<file path="config.mk">
export PLATFORM = sky130hd
export DESIGN_NAME = ap_ctrl_sequencer
export DESIGN_NICKNAME = d
export VERILOG_FILES = /design/src/rtl/ap_ctrl_seq_pkg.sv /design/src/rtl/ap_ctrl_sequencer_sat_counter.sv /design/src/rtl/ap_ctrl_sequencer.sv
export SDC_FILE = /design/constraint.sdc
export NUM_CORES = 1
export LEC_CHECK = 0
export BUFFER_PORTS_ARGS = -buffer_cell sky130_fd_sc_hd__buf_2
export CAP_MARGIN = 5
export CORE_AREA = 2 2 101 103
export CTS_CLUSTER_DIAMETER = 80
export DETAILED_ROUTE_END_ITERATION = 10
export DIE_AREA = 0 0 103 105
export HOLD_SLACK_MARGIN = 0.06
export PLACE_DENSITY = 0.85
export SLEW_MARGIN = 20
export SYNTH_ARGS = -nofsm -noshare
export SYNTH_HDL_FRONTEND = slang
export SYNTH_SLANG_ARGS = --single-unit
</file>
<file path="constraint.sdc">
create_clock -name ap_clk -period 3.55 [get_ports ap_clk]
set_clock_uncertainty 0.2 [all_clocks]
set_input_delay 0.1775 -clock ap_clk [delete_from_list [all_inputs] [get_ports ap_clk]]
set_output_delay 0.1775 -clock ap_clk [all_outputs]
set_load 0.005 [all_outputs]
</file>
<file path="src/rtl/ap_ctrl_seq_pkg.sv">
// Shared types and default widths for the ap_ctrl_hs run sequencer.
package ap_ctrl_seq_pkg;

  typedef enum logic [1:0] {
    ST_IDLE,
    ST_ISSUE,
    ST_DRAIN,
    ST_FIN
  } state_e;

  localparam int CNT_W_DEF = 16;
  localparam int CYC_W_DEF = 32;

endpackage

</file>
<file path="src/rtl/ap_ctrl_sequencer_sat_counter.sv">
// Up-counter with synchronous clear that holds once it reaches lim.
module sat_counter #(
  parameter int W = 16
) (
  input  logic         clk,
  input  logic         rst,
  input  logic         clr,
  input  logic         en,
  input  logic [W-1:0] lim,
  output logic [W-1:0] cnt
);

  logic [W-1:0] cnt_q;
  logic [W-1:0] cnt_d;

  always_comb begin
    cnt_d = cnt_q;
    if (clr) begin
      cnt_d = '0;
    end else if (en && (cnt_q != lim)) begin
      cnt_d = cnt_q + W'(1);
    end
  end

  always_ff @(posedge clk or posedge rst) begin
    if (rst) begin
      cnt_q <= '0;
    end else begin
      cnt_q <= cnt_d;
    end
  end

  assign cnt = cnt_q;

endmodule

</file>
<file path="src/rtl/ap_ctrl_sequencer.sv">
// Issues N ap_ctrl_hs starts to an HLS block and waits for N dones.
module ap_ctrl_sequencer
  import ap_ctrl_seq_pkg::*;
#(
  parameter int CNT_W = CNT_W_DEF,
  parameter int CYC_W = CYC_W_DEF
) (
  input  logic             ap_clk,
  input  logic             ap_rst,
  input  logic             cmd_go,
  input  logic [CNT_W-1:0] cfg_num_trans,
  output logic             dut_ap_start,
  input  logic             dut_ap_ready,
  input  logic             dut_ap_done,
  output logic             dut_ap_continue,
  output logic             busy,
  output logic             finish,
  output logic [CNT_W-1:0] started_cnt,
  output logic [CNT_W-1:0] done_cnt,
  output logic [CYC_W-1:0] run_cycles
);

  state_e           state_q, state_d;
  logic [CNT_W-1:0] n_q, n_d;
  logic             start_q, start_d;
  logic             busy_q, busy_d;
  logic             fin_q, fin_d;

  logic             clr;
  logic             in_run;
  logic             acc;
  logic             last;
  logic             dn;
  logic             done_full;
  logic [CNT_W-1:0] n_m1;

  assign n_m1   = n_q - CNT_W'(1);
  assign in_run = (state_q == ST_ISSUE) || (state_q == ST_DRAIN);
  assign acc    = (state_q == ST_ISSUE) && start_q && dut_ap_ready;
  assign last   = acc && (started_cnt == n_m1);
  assign dn     = in_run && dut_ap_done && (done_cnt != n_q);

  // True when done_cnt will equal N after this edge.
  assign done_full = (done_cnt == n_q) ||
                     (dn && (done_cnt == n_m1));

  always_comb begin
    state_d = state_q;
    n_d     = n_q;
    clr     = 1'b0;
    unique case (state_q)
      ST_IDLE: begin
        if (cmd_go) begin
          clr = 1'b1;
          n_d = cfg_num_trans;
          if (cfg_num_trans == '0) begin
            state_d = ST_FIN;
          end else begin
            state_d = ST_ISSUE;
          end
        end
      end
      ST_ISSUE: begin
        if (last) begin
          state_d = done_full ? ST_FIN : ST_DRAIN;
        end
      end
      ST_DRAIN: begin
        if (done_full) begin
          state_d = ST_FIN;
        end
      end
      ST_FIN: begin
        state_d = ST_IDLE;
      end
      default: begin
        state_d = ST_IDLE;
      end
    endcase
    start_d = (state_d == ST_ISSUE);
    busy_d  = (state_d == ST_ISSUE) ||
              (state_d == ST_DRAIN);
    fin_d   = (state_d == ST_FIN);
  end

  always_ff @(posedge ap_clk or posedge ap_rst) begin
    if (ap_rst) begin
      state_q <= ST_IDLE;
      n_q     <= '0;
      start_q <= 1'b0;
      busy_q  <= 1'b0;
      fin_q   <= 1'b0;
    end else begin
      state_q <= state_d;
      n_q     <= n_d;
      start_q <= start_d;
      busy_q  <= busy_d;
      fin_q   <= fin_d;
    end
  end

  sat_counter #(.W(CNT_W)) u_started (
    .clk (ap_clk),
    .rst (ap_rst),
    .clr (clr),
    .en  (acc),
    .lim (n_q),
    .cnt (started_cnt)
  );

  sat_counter #(.W(CNT_W)) u_done (
    .clk (ap_clk),
    .rst (ap_rst),
    .clr (clr),
    .en  (dn),
    .lim (n_q),
    .cnt (done_cnt)
  );

  sat_counter #(.W(CYC_W)) u_cycles (
    .clk (ap_clk),
    .rst (ap_rst),
    .clr (clr),
    .en  (in_run),
    .lim ({CYC_W{1'b1}}),
    .cnt (run_cycles)
  );

  assign dut_ap_start    = start_q;
  assign dut_ap_continue = 1'b1;
  assign busy            = busy_q;
  assign finish          = fin_q;

endmodule

</file>
==> impl_metrics.tcl, run 1 <==
set metrics [dict create \
    drt-initial-drc-count 172 \
    coreArea_um2 9640 \
    synth_fp_nets 600 \
    die_w_um 103 \
    tritoncts "yes" \
    yosysTopAreaCellShare 0.395 \
    criticalPathCategory "reg2reg" \
    yosysMostFrequentCell "dfrtp_1" \
    antenna_found_initial 0 \
    finalSetupViolations 0 \
    grtUsageTotal 0.265 \
    cp.required_ns 3.63 \
    syn-cell-area_um2 5380 \
    ir_drop_uv 331 \
    r2r_cells 11 \
    pwr_density_cell_nw_per_um2 571 \
    run_status "complete, no violations" \
    ys.flop_type "dfrtp_1" \
    cts-root-buf "clkbuf_8" \
    critPathArrivalTime_ns 3.30 \
    drive_gt1_frac 0.218 \
    critical_path.startpoint_type "flip-flop" \
    drv_cap 0 \
    relSlewSlack 0.467 \
    path_clk_slew_ns 0.09 \
    htreeDepth 3 \
    cts_buffer_depth 2 \
    routed_wl_mm 13.5 \
    area_growth_pct 15.7 \
    syn_area_per_cell_um2 9.44 \
    dp_cells 763 \
    synth.distinct_cells 62 \
    hold_class "in2reg" \
    wl_per_cell_um 17.0 \
    cp_max_fo 10 \
    worstHoldStart "cmd_go" \
    dp_hpwl_mm 9.85 \
    n_antenna_cell 0 \
    ys_ff_latch 85 \
    drv_slew 0 \
    p_leak_nw 2.88 \
    min_to "state_q[1]$_DFF_PP0_" \
    yosys_warnings 0 \
    synth_edf_count 0 \
    io_buffers 87 \
    grt_pass1_vias 4584 \
    rrSetupSlack_ns 0.33 \
    timing.fmax_mhz 311 \
    end_kind "flip-flop" \
    die_h_um 105 \
    period_minus_slack_ns 3.22 \
    timing.rr.end "busy$_DFF_PP0_" \
    fillers 827 \
    fin_util 0.646 \
    grt_overflow 0 \
    grt_max_degree 61 \
    post-route-period-util 0.906 \
    synth_commonest_cells "dfrtp_1, nor2_1, xor2_1" \
    seq_area_frac_synth 0.395 \
    clock_insertion_delay_worst_skew_ns 0.38 \
    finalSetupTns_ns 0 \
    die-area_um2 10800 \
    holdPathStages 4 \
    gp_congestion 0.925 \
    stdcell_count 795 \
    start_util 0.558 \
    async_flop_share 1.00 \
    synthTopCellsByArea "dfrtp_1, xor2_1, xnor2_1" \
    clock_sinks 85 \
    cts_resized 0 \
    place_area_um2 5860 \
    num_vias 4568 \
    syn_inst 570 \
    dr.pass1.iters 4 \
    viasPerCell 5.75 \
    grt_pass1_wl_mm 22.4 \
    post-route-drc-count 0 \
    design_area_um2 6220 \
    antenna_left 0 \
    ios 89 \
    worst_pin_slew_ns 0.799 \
    r2r_start "n_q[0]$_DFFE_PP0P_" \
    rows 36 \
    yosysTopAreaCell "dfrtp_1" \
    nets 688 \
    cts_buffers 9 \
    grt_setup_unrepaired "false" \
    hold_viol_final 0 \
]
[per-layer routing]
layer | global-route usage | routed length, um | vias to the layer above | part of all wire
li1 | - | - | 2148 | -
met5 | 0 | 0 | - | 0
met2 | 0.453 | 6840 | 153 | 0.51
met4 | 0.101 | 267 | 0 | 0.020
met3 | 0.0435 | 762 | 26 | 0.056
met1 | 0.330 | 5640 | 2241 | 0.42
[worst max-delay path, cell delays in order, from the launching register on]
cell	delay [ns]
dfrtp_1	0.45
inv_1	0.10
ha_1	0.22
nor3b_4	0.47
nand4_2	0.25
or4_1	0.45
a21oi_1	0.16
o2111ai_1	0.20
nand3_1	0.21
nand3_1	0.10
ha_1	0.29
inv_1	0.04
[registers in the layout, indices dropped and copies added, names as in the netlist]
register,cells
busy,1
dut_ap_start,1
finish,1
n_q,16
state_q,2
u_cycles.cnt,32
u_done.cnt,16
u_started.cnt,16
[cell type report]
cell class / count / area [um2] / area share
Multi-Input combinational cell: 438 / 3040 / 0.488
Sequential cell: 85 / 2130 / 0.342
Timing Repair Buffer: 110 / 651 / 0.105
Tap cell: 133 / 166 / 0.0267
Clock buffer: 9 / 124 / 0.0199
Clock inverter: 6 / 65.1 / 0.0105
Inverter: 14 / 55.1 / 0.00884
[cells by family (layout without fill, tap and decap cells)]
kind of cell,after synthesis,in the layout,synth area share
buffers and inverters,47,139,0.0402
adders and majority gates,9,9,0.0209
AOI/OAI and AO/OA,58,58,0.0863
muxes,22,22,0.0444
other,1,1,0.000697
xor gates and xnor gates,100,100,0.163
and+or+nand+nor,248,248,0.249
DFF,85,85,0.395
[per-stage QoR]
step / power, mW / hold slack [ns] / worst slack [ns]
after floorplan: 2.52 / 0.0943 / 0.743
after global placement: 2.80 / 0.222 / 0.480
after detailed placement: 2.85 / 0.226 / 0.365
after CTS: 3.56 / 0.0945 / 0.335
after global routing: 3.80 / 0.141 / 0.0140
final: 3.55 / 0.103 / 0.334
[what timing repair did]
item | 4_1_cts | 5_1_grt
endpoints found under the hold margin | 74 | 0
buffers inserted | 0 | 0
hold buffers | 17 | 0
[worst max-delay path by stage]
stage	startpoint	to	slack, ns
after detailed placement	n_q[0]$_DFFE_PP0P_	busy$_DFF_PP0_	0.36
after floorplan	n_q[0]$_DFFE_PP0P_	busy$_DFF_PP0_	0.74
final	n_q[0]$_DFFE_PP0P_	busy$_DFF_PP0_	0.33
after CTS	n_q[0]$_DFFE_PP0P_	busy$_DFF_PP0_	0.34
after global placement	n_q[0]$_DFFE_PP0P_	busy$_DFF_PP0_	0.48
after global routing	n_q[0]$_DFFE_PP0P_	busy$_DFF_PP0_	0.01
[power by group]
group          switching [mW]  internal [mW]  leakage [nW]
clock network           0.366          0.321        0.0950
registers               0.381           1.12          1.14
logic                   0.757          0.612          1.65
total                    1.50           2.05          2.88
[cells in the final DEF, fill, tap and decap left out, drive strengths merged, types with 15 or more instances in the layout]
master	count
buf	93
nand2	39
dlygate4sd3	17
nand3	31
nand4	18
dfrtp	85
nor2	75
mux2	15
xor2	58
xnor2	42
(Power assumes the default switching activity.)
==> run 2, diff against run 1 <==
CORE_AREA = 2 2 99 101   (was 2 2 101 103)
CTS_BUF_LIST = sky130_fd_sc_hd__clkbuf_4   (was unset)
DIE_AREA = 0 0 101 103   (was 0 0 103 105)
PLACE_DENSITY = 0.87   (was 0.85)
==> impl_metrics.tcl, run 2 (synthesis gave the netlist of run 1 again) <==
set metrics [dict create \
    run_status "complete, no violations" \
    grt_pass1_wl_mm 21.6 \
    n_antenna_cell 0 \
    final_cell_mix "buf_2, dfrtp_1, nor2_1" \
    final_common_cell "buf_2" \
    critPathArrivalTime_ns 3.46 \
    end_kind "flip-flop" \
    p_comb_frac 0.398 \
    gp_congestion 0.994 \
    finalSetupViolations 0 \
    finalSetupTns_ns 0 \
    routed_wl_mm 13.1 \
    die-area_um2 10400 \
    rrSetupSlack_ns 0.24 \
    area_growth_pct 14.4 \
    rows 36 \
    path_clk_slew_ns 0.15 \
    nets 688 \
    timing.fmax_mhz 302 \
    num_vias 4564 \
    dp_hpwl_mm 9.59 \
    die_w_um 101 \
    grt_setup_unrepaired "false" \
    power.switching_mw 1.50 \
    hold_viol_final 0 \
    cpMaxStageDelayCell "nor3b_4" \
    drt-initial-drc-count 160 \
    p_leak_nw 2.85 \
    grt_overflow 0 \
    cp.required_ns 3.70 \
    cpPeakStageDelay_ns 0.50 \
    pwr-share-clk 0.165 \
    coreArea_um2 9460 \
    grtUsageTotal 0.263 \
    internal-power_mw 1.94 \
    fillers 762 \
    dr.pass1.iters 7 \
    drv_cap 0 \
    path_cells "inv_1 -> ha_1 -> nor3b_4 -> nand4_2 -> or4_1 -> a21oi_1 -> o2111ai_1 -> nand3_1 -> nand3_1 -> ha_1 -> inv_1" \
    tritoncts "yes" \
    switching_share 0.435 \
    wl_per_cell_um 16.9 \
    htreeDepth 3 \
    stdcell_count 776 \
    clock_insertion_delay_worst_skew_ns 0.44 \
    relSlewSlack 0.529 \
    viasPerCell 5.88 \
    timing.rr.end "busy$_DFF_PP0_" \
    ios 89 \
    whs_ns 0.126 \
    hold_class "in2async" \
    grt_pass1_vias 4544 \
    period_minus_slack_ns 3.31 \
    criticalPathCategory "reg2reg" \
    antenna_found_initial 0 \
    antenna_left 0 \
    r2r_cells 11 \
    grt_max_degree 67 \
    largest_reg_flops 32 \
    drive_gt1_frac 0.216 \
    start_util 0.569 \
    worst_pin_slew_ns 0.705 \
    io_buffers 87 \
    pwr_density_cell_nw_per_um2 560 \
    cp_max_fo 10 \
    fin_util 0.651 \
    critical_path.startpoint_type "flip-flop" \
    cts_buffers 9 \
    cts_buffer_depth 2 \
    post-route-period-util 0.933 \
    r2r_start "n_q[1]$_DFFE_PP0P_" \
    cts-root-buf "clkbuf_4" \
    seqPwrFrac 0.437 \
    post-route-drc-count 0 \
    die_h_um 103 \
    drv_slew 0 \
    dp_cells 743 \
    clock_sinks 85 \
    ir_drop_uv 334 \
    cts_setup_buffers 0 \
]
==> run 2: cell types whose count changed in the layout (fill, tap and decap cells not counted), moves of 2 or more <==
cell / delta
clkbuf_4: +9
clkbuf_8: -9
clkinv_2: -2
inv_6: +2
==> run 2: power by group through the flow <==
stage               registers (mW)  clock network (mW)  logic (mW)
floorplan                     1.27                   0        1.25
global placement              1.50                   0        1.29
detailed placement            1.52                   0        1.34
CTS                           1.50               0.583        1.36
global route                  1.53               0.621        1.52
finish                        1.50               0.570        1.37
==> run 2: cell type report <==
cell class | count | area, um2 | area share
tap | 114 | 143 | 0.0232
inverter | 14 | 57.6 | 0.00935
timing repair buffer | 110 | 653 | 0.106
clock inverter | 6 | 71.3 | 0.0116
clock buffer | 9 | 67.6 | 0.0110
multi-input combinational | 438 | 3040 | 0.493
sequential | 85 | 2130 | 0.346
==> run 2: worst max path at each step <==
stage | to | cells after the start | slack (ns) | startpoint
after floorplan | busy$_DFF_PP0_ | 11 | 0.74 | n_q[0]$_DFFE_PP0P_
after global placement | busy$_DFF_PP0_ | 11 | 0.48 | n_q[0]$_DFFE_PP0P_
after detailed placement | busy$_DFF_PP0_ | 11 | 0.32 | n_q[1]$_DFFE_PP0P_
after CTS | busy$_DFF_PP0_ | 11 | 0.29 | n_q[1]$_DFFE_PP0P_
after global routing | busy$_DFF_PP0_ | 12 | 0.09 | n_q[0]$_DFFE_PP0P_
final | busy$_DFF_PP0_ | 11 | 0.24 | n_q[1]$_DFFE_PP0P_
==> run 2: critical path, delay by kind of cell (launching register included) <==
family | cells | cell delay, ns
buffers and inverters | 2 | 0.13
and+or+nand+nor | 5 | 1.52
adders and majority gates | 2 | 0.52
DFF | 1 | 0.48
AOI/OAI and AO/OA | 2 | 0.36
==> run 2: stage by stage <==
stage                     setup WS, ns  power, mW  cell area, um2
final                            0.239       3.44            6160
after global routing            0.0872       3.67            6160
after CTS                        0.289       3.44            6160
after detailed placement         0.320       2.85            5840
after global placement           0.481       2.79            5830
after floorplan                  0.743       2.52            5380
==> run 2: what timing repair did <==
action | CTS | global route
gates resized for setup | 0 | 0
hold buffers | 18 | 0
endpoints found under the hold margin | 104 | 0
==> run 2: metal layers <==
layer  share of wire  track usage  wire, um
met1            0.42        0.325      5500
met2            0.51        0.466      6660
met3           0.056       0.0502       729
met4           0.019       0.0863       246
met5               0            0         0
==> run 3, diff against run 2 <==
CELL_PAD_IN_SITES_DETAIL_PLACEMENT = 2   (was unset)
CELL_PAD_IN_SITES_GLOBAL_PLACEMENT = 2   (was unset)
CORE_AREA = 2 2 126 128   (was 2 2 99 101)
DIE_AREA = 0 0 128 130   (was 0 0 101 103)
PLACE_DENSITY = 0.86   (was 0.87)
==> impl_metrics.tcl, run 3 (synthesis gave the netlist of run 1 again) <==
set metrics [dict create \
    run_status "complete, no violations" \
    critPathArrivalTime_ns 3.46 \
    criticalPathCategory "reg2reg" \
    p_leak_nw 2.87 \
    start_util 0.349 \
    tritoncts "yes" \
    fillers 1694 \
    crit_buf_inv 1 \
    hold_viol_final 0 \
    cts_resized 0 \
    finalPower_mw 3.57 \
    final_cell_mix "buf_2, dfrtp_1, nor2_1" \
    cp.required_ns 3.77 \
    seqCellArea_um2 2130 \
    post-route-period-util 0.913 \
    grt_pass1_vias 5155 \
    relSlewSlack 0.449 \
    path_clk_slew_ns 0.15 \
    path_cells "nor2_1 -> nand4_2 -> or4_1 -> a21oi_1 -> o2111ai_1 -> nand3_1 -> nand3_1 -> ha_1 -> inv_1" \
    end_kind "flip-flop" \
    cpPeakStageDelay_ns 0.57 \
    clock_sinks 85 \
    antenna_found_initial 0 \
    multi_input_area_um2 3040 \
    drv_cap 0 \
    post-route-drc-count 0 \
    critical_path.startpoint_type "flip-flop" \
    viasPerCell 5.46 \
    largest_reg_flops 32 \
    drt-initial-drc-count 160 \
    cpMaxStageDelayCell "dfrtp_1" \
    ios 89 \
    io_buffers 87 \
    grt_max_degree 38 \
    coreArea_um2 15400 \
    nets 691 \
    antenna_left 0 \
    grt_pass1_wl_mm 28.7 \
    area_growth_pct 16.6 \
    routed_wl_mm 17.6 \
    hold_class "in2reg" \
    dp_hpwl_mm 13.3 \
    grt_setup_unrepaired "false" \
    cts_buffer_depth 2 \
    n_antenna_cell 0 \
    worst_pin_slew_ns 0.827 \
    ir_drop_uv 162 \
    wl_per_cell_um 20.5 \
    cts-root-buf "clkbuf_4" \
    grtUsageTotal 0.223 \
    dr.pass1.iters 4 \
    drive_gt1_frac 0.216 \
    cpLargestDelayFamily "simple AND/OR/NAND/NOR gates" \
    fin_util 0.407 \
    pwr_density_cell_nw_per_um2 570 \
    die_w_um 128 \
    num_vias 4685 \
    final_common_cell "buf_2" \
    clock_insertion_delay_worst_skew_ns 0.51 \
    grt_overflow 0 \
    path_common_cell "nand3_1" \
    die_h_um 130 \
    timing.fmax_mhz 309 \
    rows 46 \
    cts_buffers 9 \
    gp_congestion 0.866 \
    drv_slew 0 \
    finalSetupViolations 0 \
    htreeDepth 3 \
    cp_max_fo 12 \
    finalSetupTns_ns 0 \
    period_minus_slack_ns 3.24 \
    die-area_um2 16600 \
]
## run 3: final timing paths
| path | start | end | slack (ns) | depth (start not counted) |
|---|---|---|---|---|
| max | n_q[5]$_DFFE_PP0P_ | busy$_DFF_PP0_ | 0.31 | 9 |
| min | dut_ap_done | u_done.cnt[0]$_DFFE_PP0P_ | 0.12 | 5 |
| max reg2reg | n_q[5]$_DFFE_PP0P_ | busy$_DFF_PP0_ | 0.31 | 9 |
| min reg2reg | u_cycles.cnt[8]$_DFFE_PP0P_ | u_cycles.cnt[8]$_DFFE_PP0P_ | 0.38 | 2 |
| max in group asynchronous | ap_rst | u_cycles.cnt[28]$_DFFE_PP0P_ | 1.76 | 5 |
| min in group asynchronous | ap_rst | n_q[8]$_DFFE_PP0P_ | 0.59 | 4 |
## run 3: layout make-up
| type | count | area share |
|---|---|---|
| Multi-Input combinational cell | 438 | 0.484 |
| Sequential cell | 85 | 0.339 |
| Timing Repair Buffer | 113 | 0.108 |
| Tap cell | 192 | 0.0383 |
| Clock buffer | 10 | 0.0120 |
| Clock inverter | 6 | 0.00997 |
| Inverter | 14 | 0.00858 |
## run 3: stage by stage
step	hold WS, ns	worst slack, ns	cell area (um2)	cells
5_1_grt	0.123	0.147	6270	858
4_1_cts	0.0826	0.340	6270	858
2_1_floorplan	0.0943	0.743	5380	570
3_5_place_dp	0.0590	0.363	5950	823
3_3_place_gp	0.0426	0.526	5950	823
6_report	0.124	0.309	6270	858
## run 3: per-layer routing
layer / part of all wire / track usage / up-vias
met3: 0.033 / 0.0377 / 27
li1: - / - / 2159
met2: 0.52 / 0.396 / 95
met4: 0.024 / 0.0827 / 0
met1: 0.42 / 0.274 / 2404
met5: 0 / 0 / -
## run 3: repair_timing
| item | 4_1_cts | 5_1_grt |
|---|---|---|
| hold endpoints to repair | 104 | 0 |
| endpoints found under the setup margin | 0 | 0 |
| hold buffers | 19 | 0 |
| setup buffers | 0 | 0 |
## run 3: worst min-delay path, cell delays in order
cell     delay (ns)
buf_2          0.11
nand2_1        0.19
a31oi_2        0.13
xnor2_1        0.15
nor2_1         0.04
## run 3: where the power goes
group	total [mW]	switching, mW	internal, mW
Combinational	1.44	0.822	0.623
Clock	0.604	0.383	0.221
Sequential	1.53	0.408	1.12
